### config.mk
export PLATFORM = sky130hd
export DESIGN_NAME = router_ctrl_flat
export DESIGN_NICKNAME = d
export VERILOG_FILES = /design/src/rtl/router_ctrl_if.sv /design/src/rtl/router_ctrl.sv /design/src/flat_wrapper.sv
export SDC_FILE = /design/constraint.sdc
export NUM_CORES = 1
export LEC_CHECK = 0
export ABC_AREA = 1
export CAP_MARGIN = 5
export CORE_ASPECT_RATIO = 1.25
export CORE_UTILIZATION = 35
export CTS_CLUSTER_DIAMETER = 100
export DETAILED_ROUTE_END_ITERATION = 8
export PLACE_DENSITY = 0.62
export SYNTH_ARGS = -nofsm -noshare
export SYNTH_HDL_FRONTEND = slang
export SYNTH_SLANG_ARGS = --single-unit
### constraint.sdc
create_clock -name clk -period 2.7 [get_ports clk]
set_clock_uncertainty 0.15 [all_clocks]
set_input_delay 0.54 -clock clk [delete_from_list [all_inputs] [get_ports clk]]
set_output_delay 0.54 -clock clk [all_outputs]
set_load 0.03 [all_outputs]
### src/rtl/router_ctrl_if.sv
// Source-side byte handshake for the 1x3 router.
// The source drives pkt_valid/data_in and holds them while busy is high.
interface router_ctrl_if;
  logic       pkt_valid;
  logic [7:0] data_in;
  logic       busy;

  modport master (
    output pkt_valid,
    output data_in,
    input  busy
  );

  modport slave (
    input  pkt_valid,
    input  data_in,
    output busy
  );
endinterface

### src/rtl/router_ctrl.sv
// Input-side packet controller for the 1x3 router: header decode,
// FIFO steering, parity check and per-port read timeout.
module router_ctrl #(
  parameter int TIMEOUT = 30
) (
  input  logic         clk,
  input  logic         rst,
  router_ctrl_if.slave src,
  input  logic [2:0]   fifo_full,
  input  logic [2:0]   fifo_empty,
  input  logic [2:0]   read_enb,
  output logic [7:0]   data_out,
  output logic [2:0]   wr_en,
  output logic         lfd_state,
  output logic         err,
  output logic [2:0]   vld_out,
  output logic [2:0]   soft_rst
);

  typedef enum logic [1:0] {
    IDLE,
    LOAD,
    PARITY,
    DROP
  } state_t;

  state_t     state;
  logic [1:0] addr_q;
  logic [6:0] rem;
  logic [7:0] par_q;
  logic [5:0] to_cnt [3];

  logic [1:0] hdr_addr;
  logic [5:0] hdr_len;
  logic [3:0] empty_x;
  logic [3:0] full_x;
  logic [3:0] fire_x;
  logic [3:0] wr_x;
  logic [2:0] to_fire;
  logic       accept;
  logic       abort;

  assign hdr_addr = src.data_in[1:0];
  assign hdr_len  = src.data_in[7:2];
  assign data_out = src.data_in;
  assign vld_out  = ~fifo_empty;

  // Padded to 4 entries so address 3 indexes safely.
  assign empty_x = {1'b1, fifo_empty};
  assign full_x  = {1'b1, fifo_full};
  assign fire_x  = {1'b0, to_fire};

  always_comb begin
    src.busy = 1'b0;
    unique case (state)
      IDLE:
        src.busy = src.pkt_valid
                && (hdr_addr != 2'd3)
                && !empty_x[hdr_addr];
      LOAD,
      PARITY:
        src.busy = full_x[addr_q];
      DROP:
        src.busy = 1'b0;
      default:
        src.busy = 1'b0;
    endcase
  end

  assign accept = src.pkt_valid && !src.busy;

  always_comb begin
    wr_x      = '0;
    lfd_state = 1'b0;
    if (rst && accept) begin
      unique case (state)
        IDLE:
          if (hdr_addr != 2'd3
              && !full_x[hdr_addr]) begin
            wr_x[hdr_addr] = 1'b1;
            lfd_state      = 1'b1;
          end
        LOAD,
        PARITY:
          if (!full_x[addr_q])
            wr_x[addr_q] = 1'b1;
        default: ;
      endcase
    end
    wr_en = wr_x[2:0];
  end

  always_comb begin
    for (int i = 0; i < 3; i++)
      to_fire[i] = vld_out[i] && !read_enb[i]
                && (to_cnt[i] == 6'(TIMEOUT - 1));
  end

  assign abort = (state == LOAD || state == PARITY)
              && fire_x[addr_q];

  always_ff @(posedge clk or negedge rst) begin
    if (!rst) begin
      state    <= IDLE;
      addr_q   <= '0;
      rem      <= '0;
      par_q    <= '0;
      err      <= 1'b0;
      soft_rst <= '0;
      for (int i = 0; i < 3; i++)
        to_cnt[i] <= '0;
    end else begin
      err <= 1'b0;
      for (int i = 0; i < 3; i++) begin
        soft_rst[i] <= to_fire[i];
        if (vld_out[i] && !read_enb[i] && !to_fire[i])
          to_cnt[i] <= to_cnt[i] + 6'd1;
        else
          to_cnt[i] <= '0;
      end
      unique case (state)
        IDLE:
          if (accept) begin
            addr_q <= hdr_addr;
            rem    <= {1'b0, hdr_len} + 7'd1;
            par_q  <= src.data_in;
            if (hdr_addr == 2'd3)
              state <= DROP;
            else if (hdr_len != 6'd0)
              state <= LOAD;
            else
              state <= PARITY;
          end
        LOAD: begin
          if (accept) begin
            par_q <= par_q ^ src.data_in;
            rem   <= rem - 7'd1;
            if (rem == 7'd2)
              state <= PARITY;
          end
          if (abort)
            state <= DROP;
        end
        PARITY:
          if (accept) begin
            rem   <= rem - 7'd1;
            state <= IDLE;
            err   <= (src.data_in != par_q) && !abort;
          end else if (abort) begin
            state <= DROP;
          end
        DROP:
          if (accept) begin
            rem <= rem - 7'd1;
            if (rem == 7'd1)
              state <= IDLE;
          end
        default:
          state <= IDLE;
      endcase
    end
  end

endmodule

### src/flat_wrapper.sv
// flat-port wrapper written by rule: the top's interface ports become plain ports
module router_ctrl_flat 
#(
  parameter int TIMEOUT = 30
)
  (clk, rst, fifo_full, fifo_empty, read_enb, data_out, wr_en, lfd_state, err, vld_out, soft_rst, src_pkt_valid, src_data_in, src_busy);
  router_ctrl_if src_i ();
  input  logic clk;
  input  logic rst;
  input  logic [2:0] fifo_full;
  input  logic [2:0] fifo_empty;
  input  logic [2:0] read_enb;
  output logic [7:0] data_out;
  output logic [2:0] wr_en;
  output logic lfd_state;
  output logic err;
  output logic [2:0] vld_out;
  output logic [2:0] soft_rst;
  input wire logic [$bits(src_i.pkt_valid)-1:0] src_pkt_valid;
  input wire logic [$bits(src_i.data_in)-1:0] src_data_in;
  output wire logic [$bits(src_i.busy)-1:0] src_busy;
  assign src_i.pkt_valid = src_pkt_valid;
  assign src_i.data_in = src_data_in;
  assign src_busy = src_i.busy;
  router_ctrl #(.TIMEOUT(TIMEOUT)) u_core (.clk(clk), .rst(rst), .src(src_i), .fifo_full(fifo_full), .fifo_empty(fifo_empty), .read_enb(read_enb), .data_out(data_out), .wr_en(wr_en), .lfd_state(lfd_state), .err(err), .vld_out(vld_out), .soft_rst(soft_rst));
endmodule
==> impl_metrics.ini, run 1 <==
[status]
status = complete, no violations

[worst_setup_path]
reg2reg_slack_ns = 0.65
arrival_ns = 1.90
critPathMostFrequentCell = nand2_1
setup.worst_path.class = input port to output pin
slowest_stage = clkdlybuf4s50_1
reg2reg_depth = 7
cp.required_ns = 2.01
r2r_end = u_core.par_q[0]
end_kind = output pin
slowest_delay_ns = 0.44
r2r_start = u_core.state[1]
cp_max_fo = 3
cp_cell_sequence = clkdlybuf4s50_1 -> nand2_1 -> nand2_1 -> nand2_2 -> nand3_4 -> inv_4 -> nand3b_1 -> a21oi_2 -> buf_6
crit_path_start_kind = input port

[synthesis]
synth_top_family_by_area = simple AND/OR/NAND/NOR gates
avgSynthCellArea_sq_um = 7.98
synthAdderAreaFrac = 0.0693
synth_cell_types = 33
synthCells = 339
muxShareOfSynthArea = 0
synth-simple-area-share = 0.259
synth-seq-cells = 41
synth_nets = 374
synthesis.area_sq_um = 2710
synth_compound_area_frac = 0.120
yosysWarnings = 0
yosysSeqAreaShare = 0.379
synth-xor-area-share = 0.0615

[layout]
fillCellCount = 758
final_cell_mix = nand2_1, dfrtp_1, inv_1, nor2_1, buf_4
fin_area_sq_um = 3410
area_delta_synth_final_pct = 26.2
insertedDiodeCount = 0
seqCellArea_sq_um = 1030
final_common_cell = nand2_1
multiInputGateArea_sq_um = 1400
drive_above_1_share = 0.156
nets = 431

[cts]
cts_tree = done
cts_max_path_buffers = 2
insertion_delay_ns = 0.30
numCtsBuffers = 5
clk_pin_slew_worst_paths_ns = 0.09
clockRootBuffer = clkbuf_8
cts.sinks = 41
htreeDepth = 2

[route]
wirelength_um = 6090
drt_first_iter_violations = 93
firstDrtPassIters = 4
post_drt_wl_per_cell_um = 12.4
drt-vias-per-instance = 4.90
num_vias = 2398
route.detailed.drc = 0
antenna_left = 0

[timing]
maxSlewViolCount = 0
rsz0062_at_grt = no
whs_ns = 0.356
setup_viol_count_final = 0
post-route-period-util = 0.958
max_slew.worst_pin.slew_ns = 0.421
max_freq_mhz = 387
fin_crit_ns = 2.59
finalHoldViolCount = 0
relSlewSlack = 0.720

[floorplan]
die_height_um = 100
die_w_um = 80.7
dieArea_sq_um = 8090
core_area_sq_um = 7440
io_pins = 40
initial_core_util = 0.364
rows = 35

[placement]
place.gp.congestion = 0.869
hpwlAfterDp_um = 4710
post_dp_cell_area_sq_um = 3230
io_buffer_count = 39

[global_routing]
grt_pass1_wl_um = 10800
overflow = 0
grt_pass1_vias = 2381
grt_max_degree = 34
antenna_found_initial = 0
grt_usage = 0.169

[power_and_ir_drop]
power_density_nw_per_um2 = 804
ir_drop_v = 0.000349
leakagePower_uw = 0.00164

[min_path]
hp-start = u_core.to_cnt[0]
worstHoldEndpoint = u_core.to_cnt[0]
hold_path_class = flip-flop to flip-flop
hold_depth = 1

[flow_run]
maxCapViolations = 0
worst max-delay path by stage:
| stage | start | end | slack [ns] | depth (start not counted) |
|---|---|---|---|---|
| floorplan | u_core.state[0] | wr_en[1] | 0.14 | 11 |
| global placement | src_data_in[1] | wr_en[1] | -0.09 | 11 |
| detailed placement | src_data_in[1] | wr_en[2] | -0.12 | 11 |
| CTS | fifo_empty[1] | wr_en[1] | 0.007 | 10 |
| global route | u_core.state[0] | wr_en[0] | 0.009 | 10 |
| finish | fifo_full[0] | wr_en[2] | 0.11 | 9 |
worst max-delay path, delay by kind of cell:
family	cells	cell delay, ns
AOI/OAI and AO/OA	1	0.18
and+or+nand+nor	5	0.53
buffers and inverters	3	0.66
area by class of cell:
type,count,area share
Clock buffer,5,0.0202
Clock inverter,3,0.00660
Inverter,42,0.0476
Multi-Input combinational cell,239,0.411
Sequential cell,41,0.300
Tap cell,92,0.0337
Timing Repair Buffer,67,0.181
cell families after synthesis:
logic type / after synthesis
buf+inv: 59
flops: 41
fa+ha+maj: 15
xor+xnor: 19
simple gates: 153
compound gates: 52
cells in the mapped netlist:
library cell	count	area (sq um)
a211oi_1	1	7.51
a21oi_1	15	75.1
a21oi_4	1	16.3
a32oi_1	1	8.76
and3_1	3	18.8
buf_2	1	5.00
buf_4	10	75.1
buf_6	5	56.3
clkbuf_1	1	3.75
dfrtp_1	41	1030
ha_1	15	188
inv_1	40	150
inv_2	1	3.75
inv_4	1	6.26
nand2_1	59	221
nand2_2	6	37.5
nand2_4	1	11.3
nand3_1	22	110
nand3_2	1	10.0
nand3_4	1	17.5
nand3b_1	1	7.51
nand4_1	7	43.8
nor2_1	38	143
nor2_2	1	6.26
nor3_1	9	45.0
nor3b_1	4	30.0
o211ai_1	9	67.6
o21a_1	9	67.6
o21ai_0	14	70.1
o21ai_1	1	5.00
o22ai_1	1	6.26
xnor2_1	9	78.8
xor2_1	10	87.6
metal layers:
layer  GRT usage  vias to the layer above  wire length, um
li1            -                     1206                -
met3      0.0245                        5              199
met5           0                        -                0
met2       0.295                       43             3030
met1       0.220                     1144             2810
met4      0.0343                        0               50
power by group:
| group | switching, uW | internal (uW) |
|---|---|---|
| clock network | 229 | 181 |
| registers | 116 | 769 |
| logic | 852 | 598 |
| total | 1200 | 1550 |
per-stage QoR:
stage / worst slack (ns) / setup TNS, ns / power (uW) / cells / utilization
after CTS: 0.00703 / 0 / 2710 / 488 / 0.452
after global placement: -0.0867 / -0.297 / 2240 / 476 / 0.434
final: 0.114 / 0 / 2750 / 489 / 0.459
after global routing: 0.00885 / 0 / 2990 / 489 / 0.459
after floorplan: 0.143 / 0 / 1900 / 339 / -
after detailed placement: -0.118 / -0.360 / 2260 / 476 / 0.434
registers in the layout, summed over array words and instances, names as in the netlist:
name             count
u_core.rem           7
u_core.soft_rst      3
u_core.state         2
u_core.addr_q        2
u_core.err           1
u_core.par_q         8
u_core.to_cnt       18
timing repair:
action	4_1_cts	5_1_grt
hold buffers	1	0
setup endpoints to repair	4	4
pin swaps	1	2
hold endpoints to repair	8	0
resized for setup	5	14
buffers inserted	3	1
Note: power is estimated with default switching activity, not from simulation.
==> inputs of run 2 (changes only) <==
--- a/config.mk
+++ b/config.mk
@@ -5,7 +5,7 @@
 export SDC_FILE = /design/constraint.sdc
 export NUM_CORES = 1
 export LEC_CHECK = 0
-export ABC_AREA = 1
+export ABC_AREA = 0
 export CAP_MARGIN = 5
 export CORE_ASPECT_RATIO = 1.25
 export CORE_UTILIZATION = 35
==> constraint.sdc (replaced) <==
create_clock -name clk -period 2.5 [get_ports clk]
set_clock_uncertainty 0.15 [all_clocks]
set_input_delay 0.5 -clock clk [delete_from_list [all_inputs] [get_ports clk]]
set_output_delay 0.5 -clock clk [all_outputs]
set_load 0.03 [all_outputs]
==> impl_metrics.ini, run 2 <==
[route]
post_drt_wl_per_cell_um = 13.6
num_vias = 2244
wirelength_um = 6240
firstDrtPassIters = 4
route.detailed.drc = 0
drt-vias-per-instance = 4.88
antenna_left = 0
drt_first_iter_violations = 103

[status]
violations = negative setup slack
status = finished, violations left

[layout]
fin_area_sq_um = 3560
final_common_cell = buf_4
finalCoreUtilization = 0.501
area_delta_synth_final_pct = 36.4
largest_reg_flops = 18
insertedDiodeCount = 0
final_cell_mix = buf_4, nor2_1, dfrtp_1, nand2_1, xnor2_1
nets = 404
finalNonFillerCells = 460
reg_top3 = u_core.to_cnt (18), u_core.par_q (8), u_core.rem (7)
drive_above_1_share = 0.251
regMostFlops = u_core.to_cnt

[synthesis]
synth_cell_types = 47
synth_edf_count = 0
synth_common_cells = nor2_1, dfrtp_1, nand2_1
synth_nets = 329
yosysMostFrequentCell = nor2_1
synth_area_leaders = dfrtp_1, ha_1, nor2_1
async_flop_share = 1.00
yosysTopAreaCell = dfrtp_1
avgSynthCellArea_sq_um = 8.88
synth-seq-cells = 41
synthCells = 294
yosysWarnings = 0
synthesis.area_sq_um = 2610
yosysSeqAreaShare = 0.393
synthDominantCellAreaShare = 0.393
ys.flop_type = dfrtp_1

[worst_setup_path]
crit_path_start_kind = flip-flop
crit_buf_inv = 3
reg2reg_depth = 9
r2r_start = u_core.state[0]
setup.worst_path.class = flip-flop to output pin
cp.required_ns = 1.85
slowest_stage = dfrtp_1
critical_path.top_delay_family = simple AND/OR/NAND/NOR gates
cp_max_fo = 4
cp-endpoint = wr_en[1]
crit_start = u_core.state[0]
slowest_delay_ns = 0.38
end_kind = output pin
reg2reg_slack_ns = -0.01
arrival_ns = 1.97
cp.depth = 9
r2r_end = u_core.state[0]
cp_cell_sequence = inv_2 -> ha_4 -> nand3b_1 -> o221ai_4 -> nor2_4 -> nand3b_1 -> buf_6 -> a211oi_4 -> buf_6

[timing]
fin_crit_ns = 2.62
setup_slack_ns = -0.117
rsz0062_at_grt = yes
relSlewSlack = 0.715
post-route-period-util = 1.05
tns_ns = -0.382
setup_viol_count_final = 6
max_freq_mhz = 382
max_slew.worst_pin.slew_ns = 0.425
finalHoldViolCount = 0
maxSlewViolCount = 0

[cts]
cts.sinks = 41
cts_max_path_buffers = 2
cts_tree = done
numCtsBuffers = 5
clockRootBuffer = clkbuf_8
clk_pin_slew_worst_paths_ns = 0.09
htreeDepth = 2
insertion_delay_ns = 0.30

[floorplan]
die_height_um = 98.6
io_pins = 40
dieArea_sq_um = 7810
initial_core_util = 0.367
rows = 34
die_w_um = 79.2
core_area_sq_um = 7100

[power_and_ir_drop]
leakagePower_uw = 0.00158
ir_drop_v = 0.000477
power_density_nw_per_um2 = 924

[placement]
hpwlAfterDp_um = 4790
dp.cells = 444
post_dp_cell_area_sq_um = 3310
place.gp.congestion = 0.792
io_buffer_count = 39
dp_slack_ns = -0.391

[global_routing]
antenna_found_initial = 0
grt_pass1_wl_um = 10600
grt_usage = 0.174
overflow = 0
grt_pass1_vias = 2253
grt_max_degree = 32

[min_path]
hold_path_class = input port to asynchronous set/reset pin

[flow_run]
maxCapViolations = 0
[run 2: changes by cell type after synthesis, moves of 9 or more]
cell	previous run	this run
nand2_1	59	29
o211ai_1	9	0
o22ai_1	1	11
nand3_1	22	12
inv_1	40	16
[run 2: worst min path at each step]
stage	end	cells after the start	slack [ns]	from
2_1_floorplan	u_core.addr_q[0]	0	0.05	rst
3_3_place_gp	u_core.to_cnt[6]	1	0.33	u_core.to_cnt[6]
3_5_place_dp	u_core.to_cnt[12]	1	0.33	u_core.to_cnt[12]
4_1_cts	u_core.addr_q[0]	2	0.04	rst
5_1_grt	u_core.err	2	0.05	rst
6_report	u_core.rem[2]	2	0.04	rst
[run 2: final cells by class]
cell class	instances	area [sq um]
multi-input cells	218	1500
fillers	648	3540
inverters	16	60.1
flip-flops and latches	41	1030
clock inverters	3	68.8
clock buffers	5	68.8
well taps	90	113
repair buffers	87	722
[run 2: logic make-up (layout without fill, tap and decap cells)]
logic type | count (synthesis) | count (layout) | synth area share
flip-flops | 41 | 41 | 0.393
AO/OA/AOI/OAI | 51 | 51 | 0.137
adder cells (fa/ha/maj) | 15 | 15 | 0.0719
AND/OR/NAND/NOR | 121 | 121 | 0.221
multiplexers | 7 | 7 | 0.0307
buffers and inverters | 35 | 111 | 0.0666
XOR/XNOR | 24 | 24 | 0.0805
[run 2: metal layers]
metal / vias up / share of wire / track usage
met5: - / 0 / 0
met4: 0 / 0.015 / 0.0643
met3: 5 / 0.022 / 0.0213
met2: 31 / 0.51 / 0.301
met1: 1053 / 0.45 / 0.219
li1: 1155 / - / -
[run 2: per-stage QoR]
step | hold slack (ns) | total power [uW]
6_report | 0.0434 | 3290
5_1_grt | 0.0521 | 3520
4_1_cts | 0.0432 | 3290
3_5_place_dp | 0.332 | 2460
3_3_place_gp | 0.326 | 2430
2_1_floorplan | 0.0544 | 1980
[run 2: power breakdown]
group | switching, uW | internal, uW
Sequential | 135 | 803
Clock | 255 | 402
Combinational | 874 | 820
[run 2: what timing repair did]
item	in CTS	in global routing
endpoints found under the setup margin	7	7
hold endpoints to repair	0	0
cloned	0	0
gates resized for setup	23	1
hold buffers	0	0
pin swaps	8	3
setup buffers	8	1
==> inputs of run 3 (changes only) <==
--- a/config.mk
+++ b/config.mk
@@ -9,7 +9,7 @@
 export CAP_MARGIN = 5
 export CORE_ASPECT_RATIO = 1.25
 export CORE_UTILIZATION = 35
-export CTS_CLUSTER_DIAMETER = 100
+export CTS_CLUSTER_DIAMETER = 40
 export DETAILED_ROUTE_END_ITERATION = 8
 export PLACE_DENSITY = 0.62
 export SYNTH_ARGS = -nofsm -noshare
==> results of run 3 <==
Final layout, timing and power as in run 2 (identical DEF).
